<file path="src/rtl/word_overlay_pkg.sv">
// word_overlay_pkg
//   Shared defaults and types for the word overlay scheduler.
//   - NSLOT_DEF / WORD_W_DEF / WORD_H_DEF : default slot count, bitmap width, bitmap height
//   - COORD_W                            : screen coordinate width
//   - ovl_state_e                        : fetch sequencer states
//   - coord_diff()                       : coordinate difference with borrow kept
package word_overlay_pkg;

   localparam int NSLOT_DEF  = 4;
   localparam int WORD_W_DEF = 64;
   localparam int WORD_H_DEF = 32;
   localparam int COORD_W    = 10;

   typedef enum logic [1:0] {
      ST_IDLE   = 2'd0,
      ST_ADDR   = 2'd1,
      ST_LOAD   = 2'd2,
      ST_COMMIT = 2'd3
   } ovl_state_e;

   // a - b one bit wider than the coordinates. When b > a the borrow lands in
   // the top bit, so the result is >= 2**COORD_W and can never pass a
   // "distance < bitmap size" test. This keeps a slot that starts beyond the
   // current coordinate from wrapping round and lighting near column/row 0.
   function automatic logic [COORD_W:0] coord_diff(input logic [COORD_W-1:0] a,
                                                   input logic [COORD_W-1:0] b);
      return {1'b0, a} - {1'b0, b};
   endfunction

endpackage

</file>
<file path="src/rtl/word_overlay_hit.sv">
// word_overlay_hit
//   Per-slot pixel test: is the current column inside this slot's bitmap row,
//   and is that bitmap bit set?
//   Ports:
//     pixel_x : current active-video column
//     slot_x  : slot left column
//     hit     : slot has a valid row for the displayed line
//     row     : committed bitmap row, bit 0 = leftmost pixel
//     lit     : slot lights this pixel (combinational)
module word_overlay_hit
   import word_overlay_pkg::*;
#(
   parameter int WORD_W = WORD_W_DEF
) (
   input  logic [COORD_W-1:0] pixel_x,
   input  logic [COORD_W-1:0] slot_x,
   input  logic               hit,
   input  logic [WORD_W-1:0]  row,
   output logic               lit
);

   localparam int               IDX_W = $clog2(WORD_W);
   localparam logic [COORD_W:0] LIMIT = (COORD_W + 1)'(WORD_W);

   logic [COORD_W:0] dx;

   assign dx  = coord_diff(pixel_x, slot_x);
   assign lit = hit && (dx < LIMIT) && row[dx[IDX_W-1:0]];

endmodule

</file>
<file path="src/rtl/word_overlay_sched.sv">
// word_overlay_sched
//   Fetches one bitmap row per overlay slot during horizontal blank through a
//   single shared ROM port, then swaps all rows into the display buffers at
//   once so a displayed line never mixes rows from two different lines.
//   Fixed schedule: ADDR + LOAD per slot, then one COMMIT cycle.
//   Ports:
//     clk, reset           : clock, synchronous active-high reset
//     line_start, next_y   : blank-time pulse and the line to fetch for
//     pixel_x, video_on    : active-video column and enable
//     slot_en/x/y/word     : packed per-slot configuration (slot i at i*width)
//     rom_sel, rom_addr    : registered word select / row address to the ROM
//     rom_data             : combinational ROM row, bit 0 = leftmost pixel
//     busy                 : fetch sequence in progress
//     pix_on, pix_slot     : registered overlay pixel and lowest owning slot
module word_overlay_sched
   import word_overlay_pkg::*;
#(
   parameter int NSLOT  = NSLOT_DEF,
   parameter int WORD_W = WORD_W_DEF,
   parameter int WORD_H = WORD_H_DEF
) (
   input  logic                   clk,
   input  logic                   reset,
   input  logic                   line_start,
   input  logic [9:0]             next_y,
   input  logic [9:0]             pixel_x,
   input  logic                   video_on,
   input  logic [NSLOT-1:0]       slot_en,
   input  logic [10*NSLOT-1:0]    slot_x,
   input  logic [10*NSLOT-1:0]    slot_y,
   input  logic [2*NSLOT-1:0]     slot_word,
   output logic [1:0]             rom_sel,
   output logic [4:0]             rom_addr,
   input  logic [WORD_W-1:0]      rom_data,
   output logic                   busy,
   output logic                   pix_on,
   output logic [1:0]             pix_slot
);

   localparam int                SLOT_W    = (NSLOT > 1) ? $clog2(NSLOT) : 1;
   localparam logic [SLOT_W-1:0] LAST_SLOT = SLOT_W'(NSLOT - 1);
   localparam logic [COORD_W:0]  H_LIMIT   = (COORD_W + 1)'(WORD_H);

   // Unpacked views of the packed slot configuration.
   logic [COORD_W-1:0] sx [NSLOT];
   logic [COORD_W-1:0] sy [NSLOT];
   logic [1:0]         sw [NSLOT];

   for (genvar g = 0; g < NSLOT; g++) begin : g_unpack
      assign sx[g] = slot_x[10*g +: 10];
      assign sy[g] = slot_y[10*g +: 10];
      assign sw[g] = slot_word[2*g +: 2];
   end

   // ---------------------------------------------------------------------------
   // Fetch sequencer
   // ---------------------------------------------------------------------------
   ovl_state_e        state_q, state_d;
   logic [SLOT_W-1:0] slot_q, slot_d;
   logic              addr_phase;
   logic              load_phase;
   logic              commit_en;

   always_ff @(posedge clk) begin
      if (reset) begin
         state_q <= ST_IDLE;
         slot_q  <= '0;
      end else begin
         state_q <= state_d;
         slot_q  <= slot_d;
      end
   end

   // line_start wins in every state: from IDLE it starts a fetch, otherwise it
   // aborts the current one. Because it bypasses the case statement, an abort
   // landing on the COMMIT cycle suppresses the commit.
   always_comb begin
      state_d    = state_q;
      slot_d     = slot_q;
      addr_phase = (state_q == ST_ADDR);
      load_phase = (state_q == ST_LOAD);
      commit_en  = 1'b0;
      if (line_start) begin
         state_d = ST_ADDR;
         slot_d  = '0;
      end else begin
         case (state_q)
            ST_IDLE: state_d = ST_IDLE;
            ST_ADDR: state_d = ST_LOAD;
            ST_LOAD: begin
               if (slot_q == LAST_SLOT) begin
                  state_d = ST_COMMIT;
               end else begin
                  state_d = ST_ADDR;
                  slot_d  = slot_q + 1'b1;
               end
            end
            ST_COMMIT: begin
               state_d   = ST_IDLE;
               commit_en = 1'b1;
            end
            default: state_d = ST_IDLE;
         endcase
      end
   end

   always_ff @(posedge clk) begin
      if (reset) begin
         busy <= 1'b0;
      end else begin
         busy <= (state_d != ST_IDLE);
      end
   end

   // ---------------------------------------------------------------------------
   // ROM addressing (ADDR) and shadow capture (LOAD)
   // ---------------------------------------------------------------------------
   logic [COORD_W:0] dy_c;
   logic [COORD_W:0] dy_q;

   assign dy_c = coord_diff(next_y, sy[slot_q]);

   always_ff @(posedge clk) begin
      if (reset) begin
         rom_sel  <= 2'd0;
         rom_addr <= 5'd0;
         dy_q     <= '0;
      end else if (addr_phase) begin
         rom_sel  <= sw[slot_q];
         rom_addr <= dy_c[4:0];
         dy_q     <= dy_c;
      end
   end

   logic [NSLOT-1:0]  shadow_hit;
   logic [WORD_W-1:0] shadow_row [NSLOT];
   logic [NSLOT-1:0]  active_hit;
   logic [WORD_W-1:0] active_row [NSLOT];

   always_ff @(posedge clk) begin
      if (reset) begin
         shadow_hit <= '0;
      end else if (load_phase) begin
         shadow_hit[slot_q] <= slot_en[slot_q] && (dy_q < H_LIMIT);
      end
   end

   // Row data carries no reset: a row is only ever looked at through its hit flag.
   always_ff @(posedge clk) begin
      if (load_phase) begin
         shadow_row[slot_q] <= rom_data;
      end
   end

   always_ff @(posedge clk) begin
      if (reset) begin
         active_hit <= '0;
      end else if (commit_en) begin
         active_hit <= shadow_hit;
      end
   end

   always_ff @(posedge clk) begin
      if (commit_en) begin
         active_row <= shadow_row;
      end
   end

   // ---------------------------------------------------------------------------
   // Pixel path
   // ---------------------------------------------------------------------------
   logic [NSLOT-1:0] lit;
   logic [1:0]       low_idx;

   for (genvar g = 0; g < NSLOT; g++) begin : g_hit
      word_overlay_hit #(
         .WORD_W (WORD_W)
      ) u_hit (
         .pixel_x (pixel_x),
         .slot_x  (sx[g]),
         .hit     (active_hit[g]),
         .row     (active_row[g]),
         .lit     (lit[g])
      );
   end

   // Walk from the top so the last assignment is the lowest lit slot.
   always_comb begin
      low_idx = 2'd0;
      for (int i = NSLOT - 1; i >= 0; i--) begin
         if (lit[i]) begin
            low_idx = i[1:0];
         end
      end
   end

   always_ff @(posedge clk) begin
      if (reset) begin
         pix_on   <= 1'b0;
         pix_slot <= 2'd0;
      end else begin
         pix_on   <= video_on && (|lit);
         pix_slot <= (video_on && (|lit)) ? low_idx : 2'd0;
      end
   end

endmodule

</file>
<file path="config.mk">
export PLATFORM = sky130hd
export DESIGN_NAME = word_overlay_sched
export DESIGN_NICKNAME = d
export VERILOG_FILES = /design/src/rtl/word_overlay_pkg.sv /design/src/rtl/word_overlay_hit.sv /design/src/rtl/word_overlay_sched.sv
export SDC_FILE = /design/constraint.sdc
export NUM_CORES = 1
export LEC_CHECK = 0
export CAP_MARGIN = 20
export CORE_UTILIZATION = 48
export CTS_BUF_LIST = sky130_fd_sc_hd__clkbuf_16
export DETAILED_ROUTE_END_ITERATION = 8
export PLACE_DENSITY_LB_ADDON = 0.1
export SLEW_MARGIN = 10
export SYNTH_ARGS = -nofsm -noshare
export SYNTH_HDL_FRONTEND = slang
export SYNTH_SLANG_ARGS = --single-unit
</file>
<file path="constraint.sdc">
create_clock -name clk -period 11.45 [get_ports clk]
set_clock_uncertainty 0.1 [all_clocks]
set_input_delay 2.8625 -clock clk [delete_from_list [all_inputs] [get_ports clk]]
set_output_delay 2.8625 -clock clk [all_outputs]
set_load 0.02 [all_outputs]
</file>
=== After elaboration in Yosys (flattened, before gate mapping) ===
Cells that the tools add are included.

* Register bits after elaboration: 546
* Latch bits: 0
* Memory bits (writable): 0
* ROM bits: 0
* Input port bits: 180
* Memories: 0

* Add/sub/neg operators: 6
* Multipliers: 0
* Divide/modulo/power cells: 0
* Order comparisons: 13
* Equal/unequal tests: 4
* Shift operators: 0
* Muxes and demuxes: 30
* Bitwise gates (word level): 3
* Reduce and logical (&&, ||, !) cells: 20

{| class="wikitable"
|+ Operators by type and width
! cell !! count
|-
| $bwmux 256 || 1
|-
| $demux 64 s2 || 1
|-
| $mux 64 || 1
|-
| $sub 10x10->11 || 5
|-
| $lt 11x7->1 const B || 4
|-
| $lt 6x7->1 const B || 4
|-
| $bmux 1 s6 || 4
|-
| $bmux 10 s2 || 1
|-
| $mux 10 || 2
|-
| $logic_and 1x1->1 || 12
|-
| $mux 2 || 6
|-
| $lt 11x6->1 const B || 1
|-
| $mux 1 || 9
|-
| $reduce_or 4->1 || 2
|-
| $eq 2x2->1 const B || 3
|-
| $pmux 2 s3 || 1
|-
| $bmux 2 s2 || 1
|-
| $bwmux 4 || 1
|-
| $reduce_or 2->1 || 2
|-
| $ge 3x3->1 const B || 1
|-
| $lt 2x3->1 const B || 1
|-
| $lt 3x1->1 const B || 1
|-
| $not 2->3 || 1
|-
| $reduce_or 3->1 || 1
|-
| 9 further kinds || 10
|}

=== Depth between registers and ports, before layout ===
* Depth after elaboration: 8
* Mapped depth: 14
* Gate-level depth less buffers: 13

=== Cells and area by module ===
From an unflattened synthesis, not the netlist that was laid out.

* Cell total of the unflattened synthesis: 1113
* Area, all modules: 21614.5 µm²

{| class="wikitable"
|+ Modules (own cells, without submodules)
! module !! instances !! cells an instance !! area each (µm²)
|-
| word_overlay_sched || 1 || 715 || 17291.6
|-
| word_overlay_hit at g_hit[0].u_hit ... || 3 || 100 || 1082.3
|-
| word_overlay_hit at g_hit[3].u_hit || 1 || 98 || 1076.0
|}

=== Worst setup path after synthesis ===
No wires, ideal clock.

* Kind: input-to-reg
* Start: input line_start
* End: register active_row[0] in the netlist's numbering (enable)
* Arrival: 8128 ps
* Slack: 2615 ps
* Cell stages on the path: 2
* Path buffers: 0
* Cell sequence: nand3b_1 inv_1

* Cells in the longest elaborated chain, start to end: 1

{| class="wikitable"
|+ Ends and longest elaborated chain
! element !! RTL line !! text
|-
| start: declaration || word_overlay_sched.sv:24 || <nowiki>input logic line_start,</nowiki>
|-
| $mux 1 || word_overlay_sched.sv:83 || <nowiki>if (line_start) begin</nowiki>
|-
| via commit_en || word_overlay_sched.sv:62 || <nowiki>logic commit_en;</nowiki>
|-
| end signal: assignment || word_overlay_sched.sv:165 || <nowiki>active_row <= shadow_row;</nowiki>
|-
| end: declaration || word_overlay_sched.sv:138 || <nowiki>logic [WORD_W-1:0] active_row [NSLOT];</nowiki>
|}

The timed path passes the listed nets, and every way through them passes these cells.
A chain may end at the register's enable or synchronous reset.

=== Worst setup path in the final report ===
* Start: input pixel_x[1]
* End: register pix_on

* Cells in the longest elaborated chain, start to end: 6
* Elaborated cells on any way between the ends: 26

{| class="wikitable"
|+ Ends and longest elaborated chain
! element !! RTL line !! text
|-
| start: declaration || word_overlay_sched.sv:26 || <nowiki>input logic [9:0] pixel_x,</nowiki>
|-
| $sub 10x10->11 || word_overlay_pkg.sv:27 || <nowiki>return {1'b0, a} - {1'b0, b};</nowiki>
|-
| $bmux 1 s6 or $lt 11x7->1 (tied branches) || word_overlay_hit.sv:28 || <nowiki>assign lit = hit && (dx < LIMIT) && row[dx[IDX_W-1:0]];</nowiki>
|-
| $mux 1 (implied by the code) or $logic_and 1x1->1 (tied branches) || word_overlay_hit.sv:28 ||
|-
| $logic_and 1x1->1 || word_overlay_hit.sv:28 ||
|-
| $reduce_or 4->1 (*) || word_overlay_sched.sv:202 || <nowiki>pix_on <= video_on && (|lit);</nowiki>
|-
| $logic_and 1x1->1 (*) || word_overlay_sched.sv:202 ||
|-
| end signal: assignment || word_overlay_sched.sv:202 ||
|-
| end: declaration || word_overlay_sched.sv:36 || <nowiki>output logic pix_on,</nowiki>
|}

Every way passes the cells marked *; elsewhere a longest branch is shown, timed or not. The select of a mux whose other input is x is not followed.

==> flow_summary.yaml <==
placed_design:
  io_buffers: 190
  gp_congestion: 0.817
  place_ws_ps: 4520
  hpwl_um: 30800
timing:
  fin_ws_ps: 5170
  setup_viol: 0
  rsz0062_at_grt: "false"
  final-hold-violation-count: 0
  worstMarginPinSlew_ps: 1130
  slew_viol_final: 0
  tns_ps: 0
  finalCriticalPeriod_ps: 6280
  fmax_ghz: 0.159
  max_slew_margin: 0.240
  finalCritPeriodShare: 0.549
synth:
  synth_top_area_frac: 0.727
  synth_cell_types: 58
  synthCells: 1088
  synth_top_cell_by_area: "edfxtp_1"
  synth_edf_count: 512
  netlist_area_um2: 21100
  ys_warn_count: 0
  syn_nets: 1327
  ys_async_sr_fraction: 0
  avgSynthCellArea_um2: 19.4
  synth_seq_area_share: 0.755
  synth-seq-cells: 541
  synth_area_leaders: "edfxtp_1 (73%), mux4_2 (8.2%), ha_1 (3.2%), dfxtp_1 (2.7%), mux4_1 (1.7%)"
  synthFlopType: "edfxtp_1"
routing:
  ant_nets: 0
  avgViaCountPerCell: 5.37
  remaining_drc_errors: 0
  dr.pass1.iters: 5
  wl_um: 45200
  vias: 10400
  drtIter0Drc: 793
  wl_per_cell_um: 23.3
run:
  cap_violations: 0
setup_path:
  cp-startpoint: "pixel_x[1]"
  crit_type: "in2reg"
  r2r-start: "slot_q[0]$_SDFFE_PP0P_"
  rrSetupSlack_ps: 7720
  critPathBufInv: 1
  worstPathArrival_ps: 6650
  worst_setup_path_end_kind: "flip-flop"
  reg2reg_to: "dy_q[8]$_SDFFE_PP0N_"
  worst-r2r-cell-count: 13
  path_delay_family: "multiplexers"
  crit_required_ps: 11820
  cp_num_cells: 8
  crit_chain: "clkdlybuf4s50_1 > fa_1 > mux4_2 > mux4_2 > mux2i_1 > mux2i_1 > a21boi_2 > a31oi_1"
  critPathLaunchType: "input port"
  path_max_fanout: 16
  worstSetupEndpoint: "pix_on$_SDFF_PP0_"
  cp_slowest_cell: "fa_1"
  max_stage_delay_ps: 1370
power_and_ir_drop:
  swShare: 0.217
  intPower_w: 0.00332
  comb_power_share: 0.097
  p_leak_nw: 8.61
  ir_worst_vdd_v: 0.000127
  seq_power_share: 0.511
  power_density_nw_per_um2: 167
  clkPwrFrac: 0.392
  power.switching_w: 0.000918
final_layout:
  seqCellArea_um2: 16000
  multiInputGateArea_um2: 4740
  finalNetCount: 1552
  syn_to_final_growth_pct: 20.1
  fillers: 3243
  drive_gt1_frac: 0.134
grt:
  grt.busiest_layer: "met2"
  met3_usage: 0.0291
  grtUsageMet1: 0.295
  groute.usage.overall: 0.206
  gr-total-overflow: 0
  grt_pass1_wl_um: 65900
  antenna_found_initial: 0
  grt_pass1_vias: 10500
  grtUsageMet2: 0.331
  grt_max_degree: 138
cts:
  cts_setup_buffers: 0
  cts_tree: "done"
  clkTransAtPathRegs_ps: 60
  root_buffer: "clkbuf_16"
  postCtsHoldBufs: 0
  clkSinkCount: 541
  ctsHtreeMaxLevel: 2
  cts-buffers-inserted: 52
  clockBufferDepth: 3
  clock_latency_ps: 600
  cts_resized: 0
floorplan:
  num_io_pins: 191
  die_w_um: 212
  die_h_um: 212
  core-area_um2: 43300
  start_util: 0.488
  rows: 76
  fp.dieArea_um2: 44900
min_path:
  hold_class: "reg2reg"
run_status:
  outcome: "completed"
-- power groups by stage --
stage,registers [W],clock network [W],logic [W]
CTS,0.00216,0.00169,0.000414
finish,0.00216,0.00166,0.000411
global placement,0.00221,0,0.000404
global route,0.00216,0.00176,0.000442
detailed placement,0.00221,0,0.000412
floorplan,0.00221,0,0.000234
-- layout by cell type (no fill, tap or decap), types with 5 or more instances in the layout --
master and instances:
a2111oi_0 5, mux4_2 77, a21boi_0 5, a21oi_1 37, clkinv_2 15, nor2_1 37
inv_1 82, nand2_1 24, a211oi_1 5, o21a_1 7, clkbuf_16 53, nor3_1 7
o211ai_1 5, clkdlybuf4s50_1 190, mux4_1 14, and3_1 9, nor2b_1 10, dfxtp_1 29
bufinv_16 5, buf_4 9, fa_1 5, ha_1 53, nand2b_1 6, mux2i_1 24
nand3b_1 6, edfxtp_1 512, clkinv_1 10, o21ai_0 28, xnor2_1 13, a21o_1 6
nand3_1 7
-- cells in the mapped netlist (3+ instances only) --
cell type and count:
buf_4 8, nand2_1 24, mux2i_1 24, nand2b_1 6, o21ai_1 3, nor2b_1 10, edfxtp_1 512, a211oi_1 5
xnor2_1 13, nor2_1 37, mux4_1 14, o21ai_0 28, clkbuf_1 13, ha_1 54, or3_1 3, nand3b_1 6
a21o_1 6, buf_1 4, dfxtp_1 29, o31a_1 3, mux4_2 77, a2111oi_0 5, mux2_2 3, a21oi_1 37
nor3_1 7, fa_1 5, and2_1 4, a21boi_0 5, o211ai_1 5, nand3_1 7, o21a_1 7, nor4_1 3
inv_1 75, a31oi_1 3, o21bai_1 3, and3_1 9
-- worst register-to-register path, cell delays in order (launching register included) --
cell and delay [ps]:
dfxtp_1 530, buf_4 320, mux4_2 530, ha_1 230
fa_1 440, nor2b_1 120, o21ai_0 110, a21oi_1 200
o21ai_0 140, a21oi_1 200, o21ai_0 150, and3_1 200
o21ai_0 190, a21oi_1 100
-- metrics by stage --
step / std cells / hold WS [ps] / utilization / total power (W) / area, µm²
2_1_floorplan: 1088 / 300 / - / 0.00244 / 21100
3_3_place_gp: 1842 / 301 / 0.547 / 0.00261 / 23700
3_5_place_dp: 1843 / 305 / 0.548 / 0.00262 / 23700
4_1_cts: 1939 / 307 / 0.586 / 0.00427 / 25400
5_1_grt: 1940 / 320 / 0.587 / 0.00437 / 25400
6_report: 1941 / 305 / 0.587 / 0.00423 / 25400
-- how the worst min path moves through the flow --
stage	start	end	slack, ps	cells past startpoint
after floorplan	shadow_row[0]$_DFFE_PP_	active_row[0]$_DFFE_PP_	300	0
after global placement	shadow_row[78]$_DFFE_PP_	active_row[78]$_DFFE_PP_	300	0
after detailed placement	shadow_row[115]$_DFFE_PP_	active_row[115]$_DFFE_PP_	300	0
after CTS	shadow_row[254]$_DFFE_PP_	active_row[254]$_DFFE_PP_	310	0
after global routing	shadow_row[47]$_DFFE_PP_	active_row[47]$_DFFE_PP_	320	0
final	shadow_row[254]$_DFFE_PP_	active_row[254]$_DFFE_PP_	300	0
-- cells by family after synthesis --
logic type,synth area share
compound gates,0.0388
simple gates,0.0303
flops,0.755
xor+xnor,0.00539
fa+ha+maj,0.0367
buf+inv,0.0214
mux,0.112
-- sequential cells by signal, indices dropped and copies added, names as in the netlist, 4 cells and up --
| signal | count |
|---|---|
| shadow_row | 256 |
| active_hit | 4 |
| active_row | 256 |
| shadow_hit | 4 |
| rom_addr | 4 |
| dy_q | 7 |
-- area by class of cell --
class                   instances  area share
diodes                          1   0.0000986
clock buffers                  53      0.0522
clock inverters                43      0.0130
inverters                      75      0.0114
multi-input cells             442       0.187
flip-flops and latches        541       0.629
well taps                     585      0.0288
repair buffers                201      0.0793
-- routing by layer --
layer / wire length, µm / share of wire / up-vias
li1: - / - / 4798
met5: 0 / 0 / -
met2: 21300 / 0.47 / 287
met3: 2160 / 0.048 / 69
met4: 1070 / 0.024 / 0
met1: 20700 / 0.46 / 5267
Power figures use the tool's default switching activity.
